### src/rtl/morse_pkg.sv
// Shared definitions for the Morse keying sequencer: letter codes, element
// lengths, gap widths in units, and the sequencer state encoding.
package morse_pkg;

  typedef enum logic [4:0] {
    L_SPACE = 5'd0,
    L_A = 5'd1,  L_B = 5'd2,  L_C = 5'd3,  L_D = 5'd4,  L_E = 5'd5,
    L_F = 5'd6,  L_G = 5'd7,  L_H = 5'd8,  L_I = 5'd9,  L_J = 5'd10,
    L_K = 5'd11, L_L = 5'd12, L_M = 5'd13, L_N = 5'd14, L_O = 5'd15,
    L_P = 5'd16, L_Q = 5'd17, L_R = 5'd18, L_S = 5'd19, L_T = 5'd20,
    L_U = 5'd21, L_V = 5'd22, L_W = 5'd23, L_X = 5'd24, L_Y = 5'd25,
    L_Z = 5'd26
  } letter_t;

  // Durations in Morse units.
  localparam logic [2:0] UNITS_DOT  = 3'd1;
  localparam logic [2:0] UNITS_DASH = 3'd3;
  localparam logic [2:0] UNITS_EL   = 3'd1;
  localparam logic [2:0] UNITS_LTR  = 3'd3;
  localparam logic [2:0] UNITS_WORD = 3'd7;

  typedef enum logic [2:0] {
    ST_IDLE     = 3'd0,
    ST_LOOKUP   = 3'd1,
    ST_ROM_WAIT = 3'd2,
    ST_KEY_ON   = 3'd3,
    ST_EL_GAP   = 3'd4,
    ST_LTR_GAP  = 3'd5,
    ST_SPACE    = 3'd6
  } morse_state_t;

  // Number of elements in each letter; 0 marks space and invalid codes.
  function automatic logic [2:0] len_of(input logic [4:0] alpha);
    logic [2:0] len;
    case (alpha)
      L_E, L_T:                                    len = 3'd1;
      L_A, L_I, L_M, L_N:                          len = 3'd2;
      L_D, L_G, L_K, L_O, L_R, L_S, L_U, L_W:      len = 3'd3;
      L_B, L_C, L_F, L_H, L_J, L_L, L_P, L_Q,
      L_V, L_X, L_Y, L_Z:                          len = 3'd4;
      default:                                     len = 3'd0;
    endcase
    return len;
  endfunction

endpackage

### src/rtl/morse_unit_timer.sv
// Loadable down-counter in multiples of the Morse unit; holds at zero.
module morse_unit_timer #(
  parameter int UNIT_CYCLES = 12,
  parameter int CNT_W       = 16
) (
  input  logic             clk,
  input  logic             rst_n,
  input  logic             load,
  input  logic [2:0]       units,
  output logic [CNT_W-1:0] count,
  output logic             zero
);

  always_ff @(posedge clk) begin
    if (!rst_n) begin
      count <= '0;
    end else if (load) begin
      count <= CNT_W'(units) * CNT_W'(UNIT_CYCLES) - CNT_W'(1);
    end else if (count != '0) begin
      count <= count - CNT_W'(1);
    end
  end

  assign zero = (count == '0);

endmodule

### src/rtl/morse_tx_sequencer.sv
// Accepts one letter per handshake, fetches its pattern from the lookup ROM
// and keys it out with standard Morse element, letter and word timing.
module morse_tx_sequencer
  import morse_pkg::*;
#(
  parameter int UNIT_CYCLES = 12,
  parameter int CNT_W       = 16
) (
  input  logic         clk,
  input  logic         rst_n,
  input  logic         in_valid,
  input  logic [4:0]   in_alpha,
  output logic         in_ready,
  output logic [1:0]   rom_len_sel,
  output logic [4:0]   rom_alpha,
  input  logic [3:0]   rom_code,
  output logic         key_out,
  output logic         busy,
  output logic         done,
  output logic         err,
  output morse_state_t fsm_state
);

  // Handshake: a letter is taken on a rising edge where in_valid and in_ready
  // are both high; in_ready is high only in IDLE, so in_valid is ignored while
  // busy and the source must keep holding it until it is taken.

  morse_state_t     state;
  logic [3:0]       pattern;
  logic [1:0]       idx;
  logic [2:0]       alpha_len;
  logic             tmr_load;
  logic [2:0]       tmr_units;
  logic [CNT_W-1:0] tmr_count;
  logic             tmr_zero;

  assign alpha_len = len_of(in_alpha);
  assign fsm_state = state;

  morse_unit_timer #(
    .UNIT_CYCLES(UNIT_CYCLES),
    .CNT_W      (CNT_W)
  ) u_timer (
    .clk  (clk),
    .rst_n(rst_n),
    .load (tmr_load),
    .units(tmr_units),
    .count(tmr_count),
    .zero (tmr_zero)
  );

  // Timer is reloaded on the edge that enters each timed state.
  always_comb begin
    tmr_load  = 1'b0;
    tmr_units = 3'd0;
    case (state)
      ST_IDLE: begin
        if (in_valid && in_alpha == L_SPACE) begin
          tmr_load  = 1'b1;
          tmr_units = UNITS_WORD;
        end
      end
      ST_ROM_WAIT: begin
        tmr_load  = 1'b1;
        tmr_units = rom_code[rom_len_sel] ? UNITS_DASH : UNITS_DOT;
      end
      ST_KEY_ON: begin
        if (tmr_zero) begin
          tmr_load  = 1'b1;
          tmr_units = (idx == 2'd0) ? UNITS_LTR : UNITS_EL;
        end
      end
      ST_EL_GAP: begin
        if (tmr_zero) begin
          tmr_load  = 1'b1;
          tmr_units = pattern[idx - 2'd1] ? UNITS_DASH : UNITS_DOT;
        end
      end
      default: ;
    endcase
  end

  always_ff @(posedge clk) begin
    if (!rst_n) begin
      state       <= ST_IDLE;
      pattern     <= 4'd0;
      idx         <= 2'd0;
      in_ready    <= 1'b1;
      rom_len_sel <= 2'd0;
      rom_alpha   <= 5'd0;
      key_out     <= 1'b0;
      busy        <= 1'b0;
      done        <= 1'b0;
      err         <= 1'b0;
    end else begin
      done <= 1'b0;
      err  <= 1'b0;
      case (state)
        ST_IDLE: begin
          if (in_valid) begin
            if (in_alpha == L_SPACE) begin
              state    <= ST_SPACE;
              busy     <= 1'b1;
              in_ready <= 1'b0;
            end else if (alpha_len != 3'd0) begin
              state       <= ST_LOOKUP;
              rom_alpha   <= in_alpha;
              rom_len_sel <= 2'(alpha_len - 3'd1);
              busy        <= 1'b1;
              in_ready    <= 1'b0;
            end else begin
              err <= 1'b1;
            end
          end
        end
        ST_LOOKUP: state <= ST_ROM_WAIT;
        ST_ROM_WAIT: begin
          pattern <= rom_code;
          idx     <= rom_len_sel;
          key_out <= 1'b1;
          state   <= ST_KEY_ON;
        end
        ST_KEY_ON: begin
          if (tmr_zero) begin
            key_out <= 1'b0;
            state   <= (idx == 2'd0) ? ST_LTR_GAP : ST_EL_GAP;
          end
        end
        ST_EL_GAP: begin
          if (tmr_zero) begin
            idx     <= idx - 2'd1;
            key_out <= 1'b1;
            state   <= ST_KEY_ON;
          end
        end
        ST_LTR_GAP, ST_SPACE: begin
          // done marks the last cycle of the trailing gap.
          done <= (tmr_count == CNT_W'(1));
          if (tmr_zero) begin
            state    <= ST_IDLE;
            busy     <= 1'b0;
            in_ready <= 1'b1;
          end
        end
        default: begin
          state    <= ST_IDLE;
          key_out  <= 1'b0;
          busy     <= 1'b0;
          in_ready <= 1'b1;
        end
      endcase
    end
  end

endmodule

### config.mk
export PLATFORM = sky130hd
export DESIGN_NAME = morse_tx_sequencer
export DESIGN_NICKNAME = d
export VERILOG_FILES = /design/src/rtl/morse_pkg.sv /design/src/rtl/morse_unit_timer.sv /design/src/rtl/morse_tx_sequencer.sv
export SDC_FILE = /design/constraint.sdc
export NUM_CORES = 1
export LEC_CHECK = 0
export CAP_MARGIN = 20
export CORE_MARGIN = 5
export CORE_UTILIZATION = 40
export CTS_BUF_LIST = sky130_fd_sc_hd__clkbuf_2 sky130_fd_sc_hd__clkbuf_4 sky130_fd_sc_hd__clkbuf_8
export CTS_CLUSTER_SIZE = 25
export DETAILED_ROUTE_END_ITERATION = 10
export GPL_ROUTABILITY_DRIVEN = 0
export PLACE_DENSITY_LB_ADDON = 0.2
export SYNTH_ARGS = -nofsm -noshare
export SYNTH_HDL_FRONTEND = slang
export SYNTH_HIERARCHICAL = 1
export SYNTH_SLANG_ARGS = --single-unit
### constraint.sdc
create_clock -name clk -period 5.42 [get_ports clk]
set_input_delay 1.084 -clock clk [delete_from_list [all_inputs] [get_ports clk]]
set_output_delay 1.084 -clock clk [all_outputs]
set_load 0.01 [all_outputs]
### After elaboration in Yosys (flattened, before gate mapping)

Memories as Yosys holds them, arrays and structs flattened.
Cells that the tools add are included.
W data, S select, Z words.

* bits in registers: 37
* logic and storage cells: 95
* output and inout port bits: 15
* bits of input ports: 12
* memories: 1
* memory bits (read-only): 96

* equality and inequality tests: 12
* $mul: 1
* reduce and logical (&&, ||, !) cells: 20
* $add $sub $neg: 4
* bitwise operators: 6
* magnitude comparators: 2
* multiplexer cells: 38

Memories
* (no name shown): words 32, bits a word 3, read ports 1, clocked after Yosys merged registers in 0, wr ports 0, line morse_pkg.sv:35 `case (alpha)`

Operators with widths (number)
* $mux W16: 2
* $mux W3: 7
* $pmux W3 S6: 1
* $eq A16 B1 Y1 const B: 1
* $logic_not A16 Y1: 1
* $reduce_bool A16 Y1: 1
* $sub A16 B1 Y16 const B: 1
* $mux W1: 14
* $mux W2: 6
* $pmux W3 S4: 1
* $reduce_or A4 Y1: 3
* $eq A3 B3 Y1 const B: 3
* $pmux W1 S3: 3
* $ne A2 B2 Y1 const B: 4
* $reduce_and A4 Y1: 2
* $sub A7 B1 Y8 const B: 1
* $eq A3 B2 Y1 const B: 2
* $lt A2 B3 Y1 const B: 2
* $not A1 Y1: 6
* $logic_not A5 Y1: 1
* $mul A3 B2 Y5 const B: 1
* $reduce_and A5 Y1: 1
* $bmux W1 S2: 2
* $pmux W1 S4: 1
* 12 further kinds: 16

### Logic depth before layout (Yosys ltp)

Gate-level depths: netlist of run 1.

* word-level depth: 9
* mapped depth: 18
* depth with buffers taken out: 15

### Cells and area by module

The synthesis of run 1 kept the hierarchy.

Modules (own cells, without submodules)
* morse_tx_sequencer: sequential area each 420.4 µm², area each 1417.6 µm², cells an instance 170, instances 1
* morse_unit_timer: sequential area each 320.3 µm², area each 1041.0 µm², cells an instance 121, instances 1

### Worst setup path before layout of run 1

Ideal clock, no wire load.

* path type: register to register
* start point: register u_timer.count[0]
* end point: register u_timer.count[13]
* required time: 5.346 ns
* clock period less this slack: 4.259 ns
* setup slack: 1.161 ns
* cell stages (with the launch flop): 17
* data arrival time: 4.185 ns
* buffers on the path: 3
* path through: dfxtp_1 -> inv_1 -> ha_1 -> or3b_1 -> buf_6 -> or4_4 -> buf_6 -> or2_4 -> inv_1 -> clkbuf_1 -> inv_1 -> o21ai_0 -> ha_1 -> fa_1 -> nor4_1 -> nand3_1 -> a31oi_1

* word-level cells in the longest chain between the ends: 6

Ends and longest elaborated chain
* from (decl): line morse_unit_timer.sv:10 `output logic [CNT_W-1:0] count,`
* from (signal assigned): line morse_unit_timer.sv:18 `count <= CNT_W'(units) * CNT_W'(UNIT_CYCLES) - CNT_W'(1);`
* from (signal assigned): line morse_unit_timer.sv:20 `count <= count - CNT_W'(1);`
* $logic_not A16 Y1 (*): line morse_unit_timer.sv:24 `assign zero = (count == '0);`
* named net tmr_zero: line morse_tx_sequencer.sv:35 `logic tmr_zero;`
* $mux W2 (on tied branches): line morse_tx_sequencer.sv:74, morse_tx_sequencer.sv:68
* $pmux W3 S4 (*): line morse_tx_sequencer.sv:56 `case (state)`
* named net tmr_units[1]: line morse_tx_sequencer.sv:33 `logic [2:0] tmr_units;`
* $mul A3 B2 Y5 (*): line morse_unit_timer.sv:18
* $sub A7 B1 Y8 (*): line morse_unit_timer.sv:18
* $mux W16 (*): line morse_unit_timer.sv:17 `end else if (load) begin`

The timed path passes the listed nets; every way through them passes the cells marked *. The select of a mux whose other input is x is not followed.
A chain may end at the register's enable or synchronous reset.

### Worst setup path after layout of run 1

* start point: register u_timer.count[0]
* end point: register u_timer.count[15]

Same word-level chain as after synthesis.

==> metrics.md, run 1 <==
| Metric | Value |
|---|---|
| Outcome | `finished, final reports clean` |
| Initial Util | `approximately two fifths` |
| Commonest non-fill, non-tap cell in the layout | `dfxtp_1` |
| Grt ovf | `0` |
| FF+latch count, synth | `37` |
| Number of distinct library cells after synthesis | `57` |
| Core area | `~6000 µm²` |
| Peak ir drop on the vdd network | `between 0.0002 and 0.00025 V` |
| TritonCTS clock tree | `yes` |
| Slew margin rel. | `a little over two fifths` |
| Chip width | `between 80 and 90 µm` |
| DR vias/cell | `roughly 5.5` |
| Fin. Hold Viols | `0` |
| Post-synthesis sequential area ratio | `30.13%` |
| Required time worst endpoint | `5.63 ns` |
| Hold depth | `2` |
| Hold path start | `in_ready` |
| H-tree depth | `2` |
| Total negative slack | `0 ns` |
| Final wirelength | `between 5000 and 6000 µm` |
| # Post-CTS Setup Buffers | `0` |
| First-pass GRT wire length | `roughly 9600 µm` |
| Insertion delay to the later sink of the worst-skew pair | `0.28 ns` |
| Crit path time final | `about 4.7 ns` |
| IO Pins | `27` |
| Die H | `roughly 90 µm` |
| Largest net degree at the start of global routing | `35` |
| Post_cts resized | `0` |
| Row Count | `28` |
| Residual DRC | `0` |
| Remaining antenna violation count after routing | `0` |
| Fin cells | `roughly 390` |
| Ant diodes | `0` |
| Clock sinks | `37` |
| Fraction of layout cells with a size suffix above 1 | `approximately 8.1%` |
| Period utilization | `86.00%` |
| Synth Area per Inst | `8.449 µm²` |
| Post-synthesis cell count | `approximately 290` |
| Crit Path Category | `flip-flop to flip-flop` |
| Full die area | `7815 µm²` |
| Via Count | `between 2000 and 2500` |
| Layout Skew | `0.004835 ns` |
| # hold bufs at CTS | `0` |
| Critical path arrival | `4.87 ns` |
| Nets | `between 300 and 400` |
| GRT Util Overall | `about 15%` |
| Worst slew pin tran | `approximately 0.86 ns` |
| Total CTS buffers | `5` |
| IO Port Bufs | `26` |
| Syn. warnings | `6` |
| Initial DRT Pass Iterations | `4` |
| Leak | `between 1 and 1.5 nW` |
| Root buf cell | `clkbuf_8` |
| Setup violations, final | `0` |
| Hold Path Class | `flip-flop to flip-flop` |
| Avg WL per Cell | `14.20 µm` |
| CP Max Fanout | `12` |
| Slew Viols, Final | `0` |
| Syn_nets | `317` |
| # Max-Cap Violations | `0` |
| Worst r2r path cells | `14` |
| RSZ-0062 raised after global routing | `false` |
| Hold path endpoint | `in_ready` |
| Critical path origin | `u_timer/count[0]` |
| Hpwl dp | `just under 4000 µm` |
| Reg2Reg Capture Point | `u_timer/count[15]` |
| Area added between synthesis and finish | `15.93%` |
| Reg2reg setup slack | `about 0.76 ns` |
| Critical Path End Type | `flip-flop` |
| Starting DRT DRC Count | `87` |
| Critical Path Source Type | `flip-flop` |
| Async set-reset flop share out of synthesis | `0%` |
| Worst R2R Start | `u_timer/count[0]` |
| Reg clk slew, reported paths | `roughly 0.070 ns` |
| Vias in the first global route | `between 2000 and 2500` |
| Post-synth EDFFs | `0` |
| CTS max path bufs | `2` |
| Post-placement cell count | `between 300 and 400` |
| Initial antenna violation count | `0` |
| Post-synth top flop | `dfxtp_1` |
| Pwr Density | `around 470 nW/µm²` |
| Post-synthesis cell area | `2459 µm²` |
| Commonest non-fill, non-tap cells in the layout | `dfxtp_1 (37), nand2_1 (27), clkdlybuf4s50_1 (26)` |
| Fmax | `~0.21 GHz` |
-- sequential cells by signal, indices dropped and copies added, names as in the netlist --
name / count
idx: 2
pattern: 4
busy: 1
in_ready: 1
rom_len_sel: 2
done: 1
rom_alpha: 5
key_out: 1
err: 1
u_timer/count: 16
fsm_state: 3
-- report_power, final --
| part | internal [mW] | switching (mW) |
|---|---|---|
| logic | 0.334 | 0.361 |
| registers | 0.354 | 0.103 |
| clock network | 0.106 | 0.0952 |
| total | 0.794 | 0.559 |
-- kinds of logic (layout without fill, tap and decap cells) --
logic type | Yosys count | after routing | share of synthesized area [%]
simple gates | 111 | 111 | 25.90
compound gates | 68 | 68 | 19.59
flops | 37 | 37 | 30.13
buf+inv | 36 | 55 | 6.259
mux | 15 | 15 | 7.124
fa+ha+maj | 14 | 14 | 7.430
xor+xnor | 10 | 10 | 3.562
-- Yosys cell counts, types with 5 or more instances --
library cell	n	area share, %
mux2i_1	13	5.3
nor2b_1	9	2.3
nor2_1	17	2.6
a31oi_1	5	1.3
or4_1	6	1.8
nor4_1	9	2.3
a21oi_1	18	3.7
nand3b_1	5	1.5
a21o_1	5	1.5
inv_1	16	2.4
o21ai_0	11	2.2
or3_1	6	1.5
clkbuf_1	14	2.1
nand2b_1	6	1.5
xnor2_1	5	1.8
nand2_1	27	4.1
xor2_1	5	1.8
dfxtp_1	37	30
ha_1	13	6.6
-- per-stage QoR --
| stage | power, mW | instance area, µm² | utilization, % | hold slack (ns) | worst slack, ns |
|---|---|---|---|---|---|
| 6_report | 1.353 | 2850 | 47.86 | 0.4503 | 0.7588 |
| 5_1_grt | 1.477 | 2850 | 47.86 | 0.4725 | 0.4675 |
| 4_1_cts | 1.367 | 2850 | 47.86 | 0.4535 | 0.8142 |
| 3_5_place_dp | 1.157 | 2760 | 46.34 | 0.4436 | 0.6670 |
| 3_3_place_gp | 1.141 | 2760 | 46.34 | 0.4463 | 0.7837 |
| 2_1_floorplan | 0.9880 | 2459 | - | 0.4410 | 1.161 |
-- worst max-delay path by stage --
stage / to / slack [ns] / cells past startpoint
6_report: u_timer/count[15] / 0.76 / 14
5_1_grt: u_timer/count[9] / 0.47 / 14
4_1_cts: u_timer/count[10] / 0.81 / 14
3_5_place_dp: u_timer/count[10] / 0.67 / 12
3_3_place_gp: u_timer/count[13] / 0.78 / 12
2_1_floorplan: u_timer/count[13] / 1.16 / 16
-- layer usage --
layer	track usage, %	routed length (µm)	part of all wire [%]	vias up
li1	-	-	-	1089
met1	19.60	2606	48	989
met2	25.49	2649	48	30
met3	3.352	191	3.5	2
met4	2.885	19	0.35	0
met5	0	0	0	-
-- worst max-delay path, cell delays in order, from the launching register on --
cell and delay (ns):
dfxtp_1 0.35, inv_1 0.08, ha_1 0.19, or3b_1 0.52
or4_4 0.62, or2_4 0.28, inv_1 0.06, buf_4 0.17
inv_1 0.09, o21ai_0 0.45, ha_1 0.29, fa_1 0.46
nor4_1 0.37, nand3_1 0.40, a31oi_1 0.25
-- layout make-up --
| class | instances | area (µm²) |
|---|---|---|
| Sequential cell | 37 | 740.7 |
| Timing Repair Buffer | 31 | 297.8 |
| Tap cell | 75 | 93.84 |
| Multi-Input combinational cell | 218 | 1564 |
| Clock buffer | 7 | 90.09 |
| Fill cell | 596 | 3105 |
| Inverter | 17 | 63.81 |
Power figures use the tool's default switching activity.
==> inputs of run 2 (changes only) <==
Clock period 5.42 ns to 3.8 ns, I/O delays scaled along.
==> run 2 against run 1 <==
  * First-iteration DRC count fell by 33%
  * Fmax rose by 28%
  * Register-to-register slack got worse by 0.59 ns
  * Critical endpoint is now u_timer/count[8]
  * Combinational power rose by 63%
  * Global-route usage rose by 1.0 points
  * Power rose by 56%
  * Clock power rose by 67%
  * Worst setup slack got worse by 0.59 ns
==> metrics.md, run 2 (same netlist as run 1, synthesis figures left out) <==
| Metric | Value |
|---|---|
| Core area | `approximately 6000 µm²` |
| IO Pins | `27` |
| Hpwl dp | `approximately 4300 µm` |
| Layout Skew | `about 0.011 ns` |
| Setup violations, final | `0` |
| Insertion delay to the later sink of the worst-skew pair | `around 0.30 ns` |
| Critical path arrival | `between 3 and 4 ns` |
| RSZ-0062 raised after global routing | `false` |
| Peak ir drop on the vdd network | `around 0.00028 V` |
| Nets | `between 300 and 400` |
| Via Count | `2188` |
| Reg2reg setup slack | `roughly 0.17 ns` |
| CTS max path bufs | `2` |
| Initial DRT Pass Iterations | `4` |
| Commonest non-fill, non-tap cell in the layout | `dfxtp_1` |
| Slew margin rel. | `56.36%` |
| Starting DRT DRC Count | `58` |
| Pwr Density | `approximately 700 nW/µm²` |
| Hold Path Class | `flip-flop to flip-flop` |
| Crit path time final | `approximately 3.6 ns` |
| Fin. Hold Viols | `0` |
| Most frequent CP cell | `or4_4` |
| Crit Path Category | `flip-flop to flip-flop` |
| Remaining antenna violation count after routing | `0` |
| Grt ovf | `0` |
| Fmax | `~0.28 GHz` |
| Design area | `approximately 3000 µm²` |
| Residual DRC | `0` |
| Cell Chain, Critical Path | `or4_4 > or4_4 > or2_4 > inv_2 > inv_4 > a21oi_2 > a211o_1 > ha_2 > fa_2 > nor4_4 > nand3_1 > a21oi_1` |
| Slowest-stage cell, CP | `or4_4` |
| TritonCTS clock tree | `yes` |
| Row Count | `28` |
| Die H | `just under 90 µm` |
| Root buf cell | `clkbuf_8` |
| DR vias/cell | `roughly 5.5` |
| Clock sinks | `37` |
| GRT Util Overall | `between 15 and 20%` |
| Outcome | `finished, final reports clean` |
| Placed instance area | `about 2900 µm²` |
| Max FFs per register | `16` |
| Commonest non-fill, non-tap cells in the layout | `dfxtp_1 (34), nand2_1 (27), clkdlybuf4s50_1 (26)` |
| Avg WL per Cell | `around 15 µm` |
| Worst slew pin tran | `between 0.6 and 0.7 ns` |
| H-tree depth | `2` |
| # hold bufs at CTS | `0` |
| CP Max Fanout | `5` |
| Critical Path Source Type | `flip-flop` |
| Required time worst endpoint | `4.02 ns` |
| Chip width | `approximately 90 µm` |
| Critical Path End Type | `flip-flop` |
| Reg clk slew, reported paths | `about 0.070 ns` |
| # Max-Cap Violations | `0` |
| Fraction of layout cells with a size suffix above 1 | `16.26%` |
| Full die area | `7815 µm²` |
| Area added between synthesis and finish | `23.21%` |
| Initial antenna violation count | `0` |
| Slew Viols, Final | `0` |
| Largest net degree at the start of global routing | `28` |
| Final wirelength | `5845 µm` |
| Total negative slack | `0 ns` |
| Slowest stage delay, CP | `between 0.5 and 0.6 ns` |
| Ant diodes | `0` |
| Total CTS buffers | `5` |
| IO Port Bufs | `26` |
| Initial Util | `between 40 and 50%` |
| First-pass GRT wire length | `around 9900 µm` |
| Leak | `approximately 1.2 nW` |
| Vias in the first global route | `about 2200` |
| Largest Register | `u_timer/count` |
| Period utilization | `95.63%` |
| Largest registers | `u_timer/count x16, rom_alpha x5, pattern x4` |
-- run 2: cell types whose count changed in the layout (fill, tap and decap cells not counted), sizes merged --
cell | previous run | this run
clkinv | 0 | 1
clkbuf | 7 | 5
nand3 | 3 | 4
bufinv | 0 | 1
buf | 5 | 20
-- run 2: per-stage QoR --
step	utilization (%)	setup slack, ns	std cells	total power [mW]	hold slack, ns
floorplan	-	0.004281	291	1.449	0.4410
global placement	48.70	0.1235	392	1.719	0.4465
detailed placement	48.70	0.01207	392	1.740	0.4460
CTS	50.44	0.07586	399	2.087	0.4642
global route	50.86	0.009169	401	2.284	0.4927
finish	50.86	0.1659	401	2.113	0.4576
-- run 2: timing repair --
item / in CTS / in global routing
resized for setup: 0 / 3
endpoints found under the setup margin: 0 / 9
setup buffers: 0 / 1
-- run 2: cell type report --
| type | instances | area, µm² |
|---|---|---|
| timing repair buffer | 46 | 410.4 |
| clock buffer | 5 | 68.82 |
| clock inverter | 2 | 35.03 |
| sequential | 37 | 744.5 |
| multi-input combinational | 219 | 1610 |
| tap | 75 | 93.84 |
| fill | 588 | 2927 |
| inverter | 17 | 66.31 |
-- run 2: routing by layer --
metal / track usage [%] / wire length, µm
met3: 4.190 / 187
met1: 19.85 / 2742
met4: 4.670 / 61
met5: 0 / 0
met2: 27.33 / 2853
-- run 2: path summary, 6_finish.rpt --
kind / from / endpoint / depth (start not counted)
max: u_timer/count[10] / u_timer/count[8] / 12
min: rom_alpha[0] / rom_alpha[0] / 2
max reg2reg: u_timer/count[10] / u_timer/count[8] / 12
min reg2reg: rom_alpha[0] / rom_alpha[0] / 2
-- run 2: power breakdown --
part           internal, mW  switching, mW
Sequential            0.509          0.138
Combinational         0.558          0.573
Clock                 0.191          0.145
-- run 2: worst max-delay path: cells and delay by family (launching register included) --
family / cells / cell delay [ns]
AOI/OAI and AO/OA: 3 / 0.46
and+or+nand+nor: 5 / 1.96
adders and majority gates: 2 / 0.67
buffers and inverters: 2 / 0.14
DFF: 1 / 0.33
==> RTL edit: new RTL, config.mk and constraints of run 2 <==
`CNT_W` is set to 16 in 2 places; all go to 32.
--- a/src/rtl/morse_unit_timer.sv
+++ b/src/rtl/morse_unit_timer.sv
@@ -3,3 +3,3 @@
   parameter int UNIT_CYCLES = 12,
-  parameter int CNT_W       = 16
+  parameter int CNT_W       = 32
 ) (
--- a/src/rtl/morse_tx_sequencer.sv
+++ b/src/rtl/morse_tx_sequencer.sv
@@ -6,3 +6,3 @@
   parameter int UNIT_CYCLES = 12,
-  parameter int CNT_W       = 16
+  parameter int CNT_W       = 32
 ) (
Behaviour: no difference found for any inputs over 10 cycles, from zero or initial values and one cycle with rst_n low; that may be too few to reach the edited logic, so the function may still have changed.
==> RTL edit against run 2 <==
Register-to-register slack gained 0.09 ns. Via count grew 40%. Cell count is 37% higher. Sequential cell count up 16. Synthesized area is 37% higher. Total power up 36%. Highest routed layer unchanged. Sequential share of layout area increased by 1.3 points. Non-clock buffer count up 17. Setup slack improved by 0.088 ns. Design area increased by 36%. Wire length grew 40%.
==> RTL edit: results (changes against run 2) <==
WL_PER_CELL_UM=14.9  # was 14.6 um
GRT_UTIL_MET2=0.293  # was 0.273
DPL.HPWL_UM=5920  # was 4260 um
SWSHARE=0.422  # was 0.405
COMBINATIONALPOWER_mW=1.56  # was 1.13 mW
VIASPERCELL=5.59  # was 5.46
YS_TOP_CELLS_BY_COUNT='53 x sky130_fd_sc_hd__dfxtp_1, 37 x sky130_fd_sc_hd__nand2_1, 23 x sky130_fd_sc_hd__nor2_1'  # was 37 x sky130_fd_sc_hd__dfxtp_1, 27 x sky130_fd_sc_hd__nand2_1, 18 x sky130_fd_sc_hd__a21oi_1
SLEW-LIMIT-HEADROOM=0.551  # was 0.564
BIGGESTREGSBYFLOPS='u_timer/count: 32 flops, rom_alpha: 5 flops, pattern: 4 flops'  # was u_timer/count: 16 flops, rom_alpha: 5 flops, pattern: 4 flops
GRT_MAX_DEGREE=27  # was 28
SYNTH.AREA.MUX_SHARE=0.0578  # was 0.0712
ENDPOINT='u_timer/count[28]$_SDFFE_PN0P_'  # was u_timer/count[8]$_SDFFE_PN0P_
GRT_PASS1_WL_UM=14100  # was 9910 um
TIMING.CRITICAL_PATH.FANOUT_MAX=18  # was 5
POWER.LEAKAGE_nW=1.50  # was 1.15 nW
OUTCOME='finished, final reports clean'  # unchanged
CLK_PIN_SLEW_WORST_PATHS_NS=0.11  # was 0.07 ns
POSTLAYOUTCOREUTIL=0.500  # was 0.509
WORST_PATH_LARGEST_CELL_DELAY_NS=0.51  # was 0.57 ns
CRIT-REG2REG-LAUNCH='u_timer/count[25]$_SDFFE_PN0P_'  # was u_timer/count[10]$_SDFFE_PN0P_
1ST_ITER_DRT_VIOLS=89  # was 58
YOSYS.AREA_SHARE.ADDER=0.0541  # was 0.0743
STARTPOINT='in_alpha[1]'  # was u_timer/count[10]$_SDFFE_PN0P_
WORST_IR_DROP_VDD_mV=0.289  # was 0.283 mV
FINALNETCOUNT=469  # was 352
DPL_CELL_AREA_UM2=3970  # was 2900 um^2
WORSTHOLDSTART='idx[1]$_SDFFE_PN0P_'  # was rom_alpha[0]$_SDFFE_PN0P_
YS_TOP_CELLS_BY_AREA='sky130_fd_sc_hd__dfxtp_1 31%, sky130_fd_sc_hd__ha_1 4.8%, sky130_fd_sc_hd__mux2i_1 4.4%'  # was sky130_fd_sc_hd__dfxtp_1 30%, sky130_fd_sc_hd__ha_1 6.6%, sky130_fd_sc_hd__mux2i_1 5.3%
GRT_UTIL_MET1=0.214  # was 0.199
CRITPATHSLOWESTCELL='sky130_fd_sc_hd__or4b_4'  # was sky130_fd_sc_hd__or4_4
MAPPEDNETLISTNETS=423  # was 317
TIMING.CRITICAL_PATH.ARRIVAL_NS=3.79  # was 3.85 ns
-- RTL edit: cell type report --
class	count	area share
Tap cell	105	0.0320
Sequential cell	53	0.258
Clock buffer	5	0.0168
Timing Repair Buffer	63	0.134
Multi-Input combinational cell	302	0.530
Clock inverter	3	0.0113
Inverter	18	0.0177
-- RTL edit: per-stage QoR --
stage / cells / setup slack (ns)
floorplan: 397 / 0.0136
global placement: 541 / -0.0705
detailed placement: 541 / -0.181
CTS: 549 / 0.166
global route: 549 / 0.00778
finish: 549 / 0.253
-- RTL edit: cell families (layout without fill, tap and decap cells) --
logic type / Yosys count / count (layout)
and+or+nand+nor: 155 / 155
AOI/OAI and AO/OA: 93 / 93
DFF: 53 / 53
buffers and inverters: 42 / 89
xor gates and xnor gates: 23 / 23
muxes: 17 / 17
adders and majority gates: 14 / 14
-- RTL edit: layer usage --
layer	vias to the layer above	wire length [um]
met2	27	4060
met4	0	62
met5	-	0
met1	1486	3860
met3	5	175
li1	1550	-
